### src/rtl/wb_buffer_if.sv
// Write-buffer bus: ALU result input, register-file write port and operand forwarding.
interface wb_buffer_if #(
  parameter int unsigned DW = 16,
  parameter int unsigned AW = 4
);
  logic          IN_VALID;
  logic          IN_READY;
  logic          IN_WEN;
  logic [AW-1:0] IN_WADR;
  logic [DW-1:0] IN_DATA;
  logic          RF_STALL;
  logic          WEN;
  logic [AW-1:0] WADR;
  logic [DW-1:0] ALUIN;
  logic [AW-1:0] RADR1;
  logic [AW-1:0] RADR2;
  logic [DW-1:0] RF_OUT1;
  logic [DW-1:0] RF_OUT2;
  logic [DW-1:0] OP1;
  logic [DW-1:0] OP2;
  logic          BUSY;

  modport master (
    output IN_VALID, IN_WEN, IN_WADR, IN_DATA, RF_STALL,
    output RADR1, RADR2, RF_OUT1, RF_OUT2,
    input  IN_READY, WEN, WADR, ALUIN, OP1, OP2, BUSY
  );

  modport slave (
    input  IN_VALID, IN_WEN, IN_WADR, IN_DATA, RF_STALL,
    input  RADR1, RADR2, RF_OUT1, RF_OUT2,
    output IN_READY, WEN, WADR, ALUIN, OP1, OP2, BUSY
  );
endinterface

### src/rtl/wb_buffer.sv
// In-order write-back buffer between ALU and register file, with youngest-entry
// operand forwarding from pending writes.
module wb_buffer #(
  parameter int unsigned DW    = 16,
  parameter int unsigned AW    = 4,
  parameter int unsigned DEPTH = 2
) (
  input logic        clk,
  input logic        rst,
  wb_buffer_if.slave bus
);
  localparam int unsigned PW = $clog2(DEPTH);
  localparam int unsigned CW = $clog2(DEPTH + 1);

  logic [AW-1:0] adr_q [DEPTH];
  logic [DW-1:0] dat_q [DEPTH];
  logic [PW-1:0] rd_ptr;
  logic [PW-1:0] wr_ptr;
  logic [CW-1:0] count;

  logic          nonempty;
  logic          ready;
  logic          push;
  logic          pop;
  logic [DW-1:0] op1;
  logic [DW-1:0] op2;

  // Acceptance depends only on occupancy, so a full buffer refuses even when draining.
  assign nonempty = (count != '0);
  assign ready    = (count < CW'(DEPTH));
  assign pop      = nonempty && !bus.RF_STALL;
  assign push     = bus.IN_VALID && ready && bus.IN_WEN;

  assign bus.IN_READY = ready;
  assign bus.WEN      = pop;
  assign bus.WADR     = nonempty ? adr_q[rd_ptr] : '0;
  assign bus.ALUIN    = nonempty ? dat_q[rd_ptr] : '0;
  assign bus.BUSY     = nonempty;
  assign bus.OP1      = op1;
  assign bus.OP2      = op2;

  // Walk oldest to youngest so the last match wins; the head is included even while popping.
  always_comb begin
    op1 = bus.RF_OUT1;
    op2 = bus.RF_OUT2;
    for (int unsigned i = 0; i < DEPTH; i++) begin
      if (CW'(i) < count) begin
        if (adr_q[rd_ptr + PW'(i)] == bus.RADR1) op1 = dat_q[rd_ptr + PW'(i)];
        if (adr_q[rd_ptr + PW'(i)] == bus.RADR2) op2 = dat_q[rd_ptr + PW'(i)];
      end
    end
  end

  // Entry storage needs no reset; validity is carried entirely by count and rd_ptr.
  always_ff @(posedge clk) begin
    if (push) begin
      adr_q[wr_ptr] <= bus.IN_WADR;
      dat_q[wr_ptr] <= bus.IN_DATA;
    end
  end

  always_ff @(posedge clk or posedge rst) begin
    if (rst) begin
      rd_ptr <= '0;
      wr_ptr <= '0;
      count  <= '0;
    end else begin
      if (push) wr_ptr <= (wr_ptr == PW'(DEPTH - 1)) ? '0 : wr_ptr + PW'(1);
      if (pop)  rd_ptr <= (rd_ptr == PW'(DEPTH - 1)) ? '0 : rd_ptr + PW'(1);
      case ({push, pop})
        2'b10:   count <= count + CW'(1);
        2'b01:   count <= count - CW'(1);
        default: count <= count;
      endcase
    end
  end
endmodule

### src/flat_wrapper.sv
// flat-port wrapper written by rule: the top's interface ports become plain ports
module wb_buffer_flat 
#(
  parameter int unsigned DW    = 16,
  parameter int unsigned AW    = 4,
  parameter int unsigned DEPTH = 2
)
  (clk, rst, bus_IN_VALID, bus_IN_WEN, bus_IN_WADR, bus_IN_DATA, bus_RF_STALL, bus_RADR1, bus_RADR2, bus_RF_OUT1, bus_RF_OUT2, bus_IN_READY, bus_WEN, bus_WADR, bus_ALUIN, bus_OP1, bus_OP2, bus_BUSY);
  wb_buffer_if #(.DW(DW), .AW(AW)) bus_i ();
  input logic clk;
  input logic rst;
  input wire logic [$bits(bus_i.IN_VALID)-1:0] bus_IN_VALID;
  input wire logic [$bits(bus_i.IN_WEN)-1:0] bus_IN_WEN;
  input wire logic [$bits(bus_i.IN_WADR)-1:0] bus_IN_WADR;
  input wire logic [$bits(bus_i.IN_DATA)-1:0] bus_IN_DATA;
  input wire logic [$bits(bus_i.RF_STALL)-1:0] bus_RF_STALL;
  input wire logic [$bits(bus_i.RADR1)-1:0] bus_RADR1;
  input wire logic [$bits(bus_i.RADR2)-1:0] bus_RADR2;
  input wire logic [$bits(bus_i.RF_OUT1)-1:0] bus_RF_OUT1;
  input wire logic [$bits(bus_i.RF_OUT2)-1:0] bus_RF_OUT2;
  output wire logic [$bits(bus_i.IN_READY)-1:0] bus_IN_READY;
  output wire logic [$bits(bus_i.WEN)-1:0] bus_WEN;
  output wire logic [$bits(bus_i.WADR)-1:0] bus_WADR;
  output wire logic [$bits(bus_i.ALUIN)-1:0] bus_ALUIN;
  output wire logic [$bits(bus_i.OP1)-1:0] bus_OP1;
  output wire logic [$bits(bus_i.OP2)-1:0] bus_OP2;
  output wire logic [$bits(bus_i.BUSY)-1:0] bus_BUSY;
  assign bus_i.IN_VALID = bus_IN_VALID;
  assign bus_i.IN_WEN = bus_IN_WEN;
  assign bus_i.IN_WADR = bus_IN_WADR;
  assign bus_i.IN_DATA = bus_IN_DATA;
  assign bus_i.RF_STALL = bus_RF_STALL;
  assign bus_i.RADR1 = bus_RADR1;
  assign bus_i.RADR2 = bus_RADR2;
  assign bus_i.RF_OUT1 = bus_RF_OUT1;
  assign bus_i.RF_OUT2 = bus_RF_OUT2;
  assign bus_IN_READY = bus_i.IN_READY;
  assign bus_WEN = bus_i.WEN;
  assign bus_WADR = bus_i.WADR;
  assign bus_ALUIN = bus_i.ALUIN;
  assign bus_OP1 = bus_i.OP1;
  assign bus_OP2 = bus_i.OP2;
  assign bus_BUSY = bus_i.BUSY;
  wb_buffer #(.DW(DW), .AW(AW), .DEPTH(DEPTH)) u_core (.clk(clk), .rst(rst), .bus(bus_i));
endmodule
### config.mk
export PLATFORM = sky130hd
export DESIGN_NAME = wb_buffer_flat
export DESIGN_NICKNAME = d
export VERILOG_FILES = /design/src/rtl/wb_buffer_if.sv /design/src/rtl/wb_buffer.sv /design/src/flat_wrapper.sv
export SDC_FILE = /design/constraint.sdc
export NUM_CORES = 1
export LEC_CHECK = 0
export BUFFER_PORTS_ARGS = -buffer_cell sky130_fd_sc_hd__buf_2
export CAP_MARGIN = 30
export CORE_UTILIZATION = 50
export DETAILED_ROUTE_END_ITERATION = 8
export GPL_TIMING_DRIVEN = 0
export HOLD_SLACK_MARGIN = 0.1
export PLACE_DENSITY = 0.81
export SKIP_LAST_GASP = 1
export SLEW_MARGIN = 20
export SYNTH_ARGS = -nofsm -noshare
export SYNTH_HDL_FRONTEND = slang
export SYNTH_SLANG_ARGS = --single-unit
export TNS_END_PERCENT = 30
### constraint.sdc
create_clock -name clk -period 7.5 [get_ports clk]
set_clock_uncertainty 0.05 [all_clocks]
set_input_delay 1.5 -clock clk [delete_from_list [all_inputs] [get_ports clk]]
set_output_delay 1.5 -clock clk [all_outputs]
set_load 0.03 [all_outputs]
# Word level (Yosys, flattened, before mapping)
# Memory sizes are Yosys's and may differ from the RTL's.
# Cells that the tools add are included.
[word_totals]
regBits = 4
mem_bits_rw = 40
in_bits = 65
memories = 2
[op_classes]
add_sub_neg = 4
order_cmp = 3
n_eq_ne = 6
n_mux = 15
n_reduce_logical = 6
[memory_table]
columns = ["name", "words", "word_bits", "read_ports", "rd_clocked_by_memory_dff", "wr", "line_no", "text"]
rows = [
  ["u_core.dat_q", 2, 16, 2, 0, 1, "wb_buffer.sv:16", "logic [DW-1:0] dat_q [DEPTH];"],
  ["u_core.adr_q", 2, 4, 2, 0, 1, "wb_buffer.sv:15", "logic [AW-1:0] adr_q [DEPTH];"],
]
[op_table]
columns = ["op", "n"]
rows = [
  ["$mux 16", 9],
  ["$eq 4x4->1", 4],
  ["$lt 1x2->1 const A", 2],
  ["$mux 1", 4],
  ["$mux 4", 1],
  ["$pmux 2 s2", 1],
  ["$reduce_bool 2->1", 2],
  ["$logic_and 1x1->1", 3],
  ["$add 1x1->1 const B", 2],
  ["$add 2x1->2 const B", 1],
  ["$eq 2x1->1 const B", 1],
  ["$eq 2x2->1 const B", 1],
  ["$lt 2x2->1 const B", 1],
  ["$sub 2x1->2 const B", 1],
  ["$logic_not 1->1", 1],
]

# Depth between registers and ports, before layout
# Gate-level depths: netlist of run 1.
# An unclocked memory read counts as a cell.
[logic_depth]
depth_word = 6
depth_mapped = 10
mapped_depth_nobuf = 8

# Worst setup path before layout of run 1
# No wires, ideal clock.
[synth_path]
path_type = "input-to-output"
startpoint = "in bus_RADR2[2]"
endpoint = "out bus_OP2[10]"
arrival_ps = 2900
slack_ps = 3050
cell_stages = 7
cell_sequence = "nor3b_1 > mux2i_1 > nor4_4 > nand2b_4 > buf_6 > o21ai_1 > a221o_1"
[synth_between]
elab_chain_cells = 5
[synth_rtl]
columns = ["element", "line_no", "text"]
rows = [
  ["start, declared", "flat_wrapper.sv:18", "input wire logic [$bits(bus_i.RADR2)-1:0] bus_RADR2;"],
  ["$eq 4x4->1", "wb_buffer.sv:49", "if (adr_q[rd_ptr + PW'(i)] == bus.RADR2) op2 = dat_q[rd_ptr + PW'(i)];"],
  ["$mux 16", "wb_buffer.sv:49", ""],
  ["$mux 16", "wb_buffer.sv:47", "if (CW'(i) < count) begin"],
  ["$mux 16", "wb_buffer.sv:49", ""],
  ["$mux 16 *", "wb_buffer.sv:47", ""],
  ["end, declared", "flat_wrapper.sv:26", "output wire logic [$bits(bus_i.OP2)-1:0] bus_OP2;"],
]
# Mark *: on every way between the ends. The rest lies on a longest branch, timed or not.

# Final worst setup path of run 1
[layout_path]
startpoint = "in bus_RADR1[2]"
endpoint = "out bus_OP1[14]"
[layout_between]
elab_chain_cells = 5
[layout_rtl]
columns = ["element", "line_no", "text"]
rows = [
  ["start, declared", "flat_wrapper.sv:17", "input wire logic [$bits(bus_i.RADR1)-1:0] bus_RADR1;"],
  ["$eq 4x4->1", "wb_buffer.sv:48", "if (adr_q[rd_ptr + PW'(i)] == bus.RADR1) op1 = dat_q[rd_ptr + PW'(i)];"],
  ["$mux 16", "wb_buffer.sv:48", ""],
  ["$mux 16", "wb_buffer.sv:47", ""],
  ["$mux 16", "wb_buffer.sv:48", ""],
  ["$mux 16 *", "wb_buffer.sv:47", ""],
  ["end, declared", "flat_wrapper.sv:25", "output wire logic [$bits(bus_i.OP1)-1:0] bus_OP1;"],
]
# Marks and branches as above.

==> impl_metrics.tcl, run 1 <==
set metrics [dict create \
    vdd_drop_max_uv 265 \
    numPortBuffers 119 \
    antenna_found_initial 0 \
    synth_area_um2 3170 \
    coreArea_um2 6030 \
    fin_area_um2 4000 \
    ys_seq_area_frac 0.411 \
    power_density_nw_per_um2 355 \
    synth_top_area_cell "edfxtp_1" \
    p_sw_frac 0.500 \
    comb_power_share 0.642 \
    first_iter_violations 133 \
    worst_pin_slew_ps 677 \
    cts_hold_buf 0 \
    initial_core_util 0.526 \
    fin_nets 519 \
    cp.required_ps 5950 \
    relSlewSlack 0.548 \
    finalHoldViolations 0 \
    period_share 0.669 \
    p_leak_nw 1.62 \
    io_pins 120 \
    yosys-top-cells-area "edfxtp_1 (38%), a221o_1 (10%), o21ai_0 (7.1%)" \
    crit_path_end_kind "primary output" \
    post_cts_buffers 0 \
    drc 0 \
    yosys.area.top_type_share 0.379 \
    syn_area_per_cell_um2 9.81 \
    row_count 28 \
    clock_sinks 44 \
    worstSetupPathType "in2out" \
    placed_area_um2 3880 \
    layout_commonest_cell "buf_2" \
    overflow 0 \
    n_fill_cell 498 \
    firstDrtPassIters 5 \
    critPathArrivalTime_ps 3470 \
    place_congestion 0.902 \
    first_global_vias 2775 \
    synthesis.instances 323 \
    p_int_mw 0.710 \
    setup_viol 0 \
    clock_latency_ps 290 \
    fmax_mhz 199 \
    dr_total_vias 3035 \
    setup-tns-final_ps 0 \
    grt_setup_unrepaired "no" \
    p_sw_mw 0.709 \
    h-tree-depth 2 \
    max-cap-violations 0 \
    crit_path_max_fanout 10 \
    start_kind "input pin" \
    die_h_um 81.6 \
    cts_tree "yes" \
    viasPerCell 5.76 \
    die_width_um 81.6 \
    synthDistinctLibCells 30 \
    grt_use_total 0.269 \
    clockBufferDepth 2 \
    status "completed" \
    grt_first_pass_wirelength_um 13400 \
    period_minus_slack_ps 5020 \
    hp-class "reg2reg" \
    hold_slack_ps 459 \
    n_antenna_cell 0 \
    synthToLayoutAreaGrowth_pct 26.3 \
    clockRootBuffer "clkbuf_8" \
    routed_wl_um 8700 \
    route.detailed.wl_per_inst_um 16.5 \
    hpwl_um 6870 \
    clkTransAtPathRegs_ps 80 \
    grt_max_degree 16 \
    pwr-share-clk 0.126 \
    cts_resized 0 \
    fp.dieArea_um2 6660 \
    seqPwrFrac 0.232 \
    drive_gt1_frac 0.336 \
    ys_ff_latch 44 \
    cts-buffers-inserted 5 \
    syn_nets 391 \
    ys_warn_count 0 \
    ant_nets 0 \
    layout_common_cells "buf_2 (123), o21ai_0 (45), edfxtp_1 (40)" \
    final_max_slew_viol_count 0 \
]
-- area by class of cell --
cell class / count / area, µm² / share of cell area
timing repair buffer: 121 / 618 / 0.154
sequential: 44 / 1300 / 0.325
clock buffer: 5 / 68.8 / 0.0172
inverter: 5 / 18.8 / 0.00469
clock inverter: 3 / 47.5 / 0.0119
tap: 75 / 93.8 / 0.0235
buffer: 23 / 133 / 0.0331
multi-input combinational: 251 / 1720 / 0.430
-- Yosys cell counts, drive strengths merged --
cell	n
nand2b	18
xnor2	15
nand2	17
nand3	1
buf	10
a21oi	16
dfrtp	4
a221o	32
o21ai	65
nor2b	20
nor2	11
edfxtp	40
mux2i	12
xor2	1
and2	32
inv	5
clkbuf	13
ha	3
nor4	4
and3b	2
nor3b	2
-- power groups by stage --
stage | Clock [mW] | Sequential (mW) | Combinational [mW]
floorplan | 0 | 0.328 | 0.668
global placement | 0 | 0.332 | 0.879
detailed placement | 0 | 0.334 | 0.905
CTS | 0.179 | 0.329 | 0.908
global route | 0.189 | 0.333 | 0.984
finish | 0.179 | 0.329 | 0.912
-- sequential cells by signal, indices dropped and copies added (netlist names) --
name / flops
u_core.wr_ptr: 1
u_core.count: 2
u_core.dat_q: 32
u_core.adr_q: 8
u_core.rd_ptr: 1
-- through the flow --
| step | cells | utilization | setup slack [ps] | power, mW |
|---|---|---|---|---|
| after global routing | 527 | 0.664 | 2240 | 1.51 |
| after floorplan | 323 | - | 3050 | 0.996 |
| after detailed placement | 519 | 0.645 | 2530 | 1.24 |
| after CTS | 527 | 0.664 | 2540 | 1.42 |
| after global placement | 517 | 0.640 | 2590 | 1.21 |
| final | 527 | 0.664 | 2480 | 1.42 |
-- worst paths after layout --
check / from / slack, ps / depth (start not counted) / endpoint
worst max-delay path: bus_RADR1[2] / 2480 / 9 / bus_OP1[14]
worst min-delay path: u_core.count[0]$_DFFE_PP0P_ / 460 / 1 / u_core.count[0]$_DFFE_PP0P_
worst max register to register: u_core.count[1]$_DFFE_PP0P_ / 5530 / 4 / u_core.dat_q[1][7]$_DFFE_PP_
worst min register to register: u_core.count[0]$_DFFE_PP0P_ / 460 / 1 / u_core.count[0]$_DFFE_PP0P_
max in group asynchronous: rst / 6220 / 2 / u_core.rd_ptr$_DFFE_PP0N_
min in group asynchronous: rst / 1020 / 2 / u_core.wr_ptr$_DFFE_PP0P_
-- critical path: stages --
cell      delay [ps]
buf_2            120
nor3b_1          200
mux2i_1          150
nor4_4           430
clkbuf_1         400
o21ai_0          160
o21ai_1          160
a221o_1          150
buf_2            190
-- kinds of logic after synthesis --
logic type	count (synthesis)	share of synthesized area
AO/OA/AOI/OAI	113	0.229
XOR/XNOR	16	0.0442
adder cells (fa/ha/maj)	3	0.0118
buffers and inverters	28	0.0478
flip-flops	44	0.411
multiplexers	12	0.0442
AND/OR/NAND/NOR	107	0.212
-- metal layers --
layer  vias up  GRT usage  share of wire
met5         -          0              0
li1       1456          -              -
met3        18     0.0344          0.080
met4         0     0.0877          0.020
met1      1410      0.329           0.41
met2       151      0.487           0.49
Note: power is estimated with default switching activity, not from simulation.
==> run 2, diff against run 1 <==
CORE_UTILIZATION = 45   (was 50)
PLACE_DENSITY = 0.77   (was 0.81)
clock period = 4.6 ns   (was 7.5 ns; I/O delays follow)
==> impl_metrics.tcl, run 2 (synthesis gave the netlist of run 1 again) <==
set metrics [dict create \
    status "completed" \
    final_cells 548 \
    synthToLayoutAreaGrowth_pct 26.9 \
    fmax_mhz 264 \
    place_congestion 0.831 \
    r2r_cells 6 \
    final_core_util 0.592 \
    n_antenna_cell 0 \
    overflow 0 \
    h-tree-depth 2 \
    crit_path_end_kind "primary output" \
    crit_path_max_fanout 10 \
    coreArea_um2 6790 \
    setup-tns-final_ps 0 \
    final_max_slew_viol_count 0 \
    hpwl_um 6770 \
    worst_pin_slew_ps 566 \
    ant_nets 0 \
    grt_use_total 0.228 \
    firstDrtPassIters 5 \
    grt_first_pass_wirelength_um 13200 \
    dr_total_vias 2887 \
    first_global_vias 2765 \
    fin_nets 519 \
    period_minus_slack_ps 3780 \
    max-cap-violations 0 \
    relSlewSlack 0.620 \
    die_width_um 85.9 \
    routed_wl_um 8120 \
    route.detailed.wl_per_inst_um 14.8 \
    post-place-cells 540 \
    vdd_drop_max_uv 386 \
    cts_tree "yes" \
    io_pins 120 \
    clock_latency_ps 290 \
    first_iter_violations 218 \
    grt_setup_unrepaired "no" \
    clkTransAtPathRegs_ps 80 \
    die_h_um 85.9 \
    fp.dieArea_um2 7380 \
    cts_resized 0 \
    hp-class "in2async" \
    cts_hold_buf 0 \
    finalHoldViolations 0 \
    clockRootBuffer "clkbuf_8" \
    post_cts_buffers 0 \
    clock_sinks 44 \
    n_fill_cell 606 \
    clockBufferDepth 2 \
    grt_max_degree 17 \
    largest_reg_flops 32 \
    power_density_nw_per_um2 565 \
    worstSetupPathType "reg2out" \
    initial_core_util 0.466 \
    viasPerCell 5.27 \
    largest_register "u_core.dat_q" \
    start_kind "register" \
    numPortBuffers 119 \
    cts-buffers-inserted 5 \
    row_count 30 \
    p_leak_nw 1.62 \
    drc 0 \
    drive_gt1_frac 0.334 \
    setup_viol 0 \
    cp.required_ps 3630 \
    layout_common_cells "buf_2 (123), o21ai_0 (45), edfxtp_1 (40)" \
    top_regs "u_core.dat_q (32), u_core.adr_q (8), u_core.count (2)" \
    critPathArrivalTime_ps 2810 \
    layout_commonest_cell "buf_2" \
    hold_slack_ps 443 \
    period_share 0.823 \
    p_total_mw 2.27 \
    antenna_found_initial 0 \
]
==> run 2: cell count changes in the layout (fill, tap and decap cells not counted), sizes merged <==
cell,delta
clkbuf,+1
clkinv,-1
==> run 2: path summary, 6_finish.rpt <==
| check | startpoint | endpoint | slack, ps |
|---|---|---|---|
| worst max-delay path | u_core.rd_ptr$_DFFE_PP0N_ | bus_OP1[10] | 820 |
| worst min-delay path | rst | u_core.count[0]$_DFFE_PP0P_ | 440 |
| worst max register to register | u_core.count[1]$_DFFE_PP0P_ | u_core.count[0]$_DFFE_PP0P_ | 2750 |
| worst min register to register | u_core.wr_ptr$_DFFE_PP0P_ | u_core.wr_ptr$_DFFE_PP0P_ | 470 |
| max in group asynchronous | rst | u_core.wr_ptr$_DFFE_PP0P_ | 3910 |
| min in group clk | u_core.wr_ptr$_DFFE_PP0P_ | u_core.wr_ptr$_DFFE_PP0P_ | 470 |
==> run 2: routing by layer <==
layer	up-vias	routed length [µm]	global-route usage
li1	1455	-	-
met4	0	139	0.0742
met1	1316	3410	0.285
met5	-	0	0
met3	12	589	0.0433
met2	104	3980	0.395
==> run 2: power breakdown <==
part,leakage [nW],internal (mW),switching (mW)
Combinational,1.15,0.494,0.961
Clock,0.0552,0.161,0.117
Sequential,0.412,0.500,0.0373
==> run 2: critical path, cell delays in order, from the launching register on <==
cell and delay, ps:
dfrtp_1 350, buf_6 170, mux2i_1 430, xnor2_1 160, nor4_2 490, nor2_2 170
buf_2 230, a221o_1 360, buf_2 180
==> run 2: area by class of cell <==
class                   instances  area (µm²)  share of cell area
clock buffers                   6        72.6              0.0181
clock inverters                 2        35.0             0.00872
repair buffers                121         618               0.154
plain buffers                  23         133              0.0330
flip-flops and latches         44        1300               0.324
well taps                      96         120              0.0299
inverters                       5        18.8             0.00467
multi-input cells             251        1720               0.428
==> run 2: per-stage QoR <==
step                area (µm²)  setup WS [ps]
floorplan                 3170           1310
global placement          3880            901
detailed placement        3910            838
CTS                       4020            807
global route              4020            536
finish                    4020            816
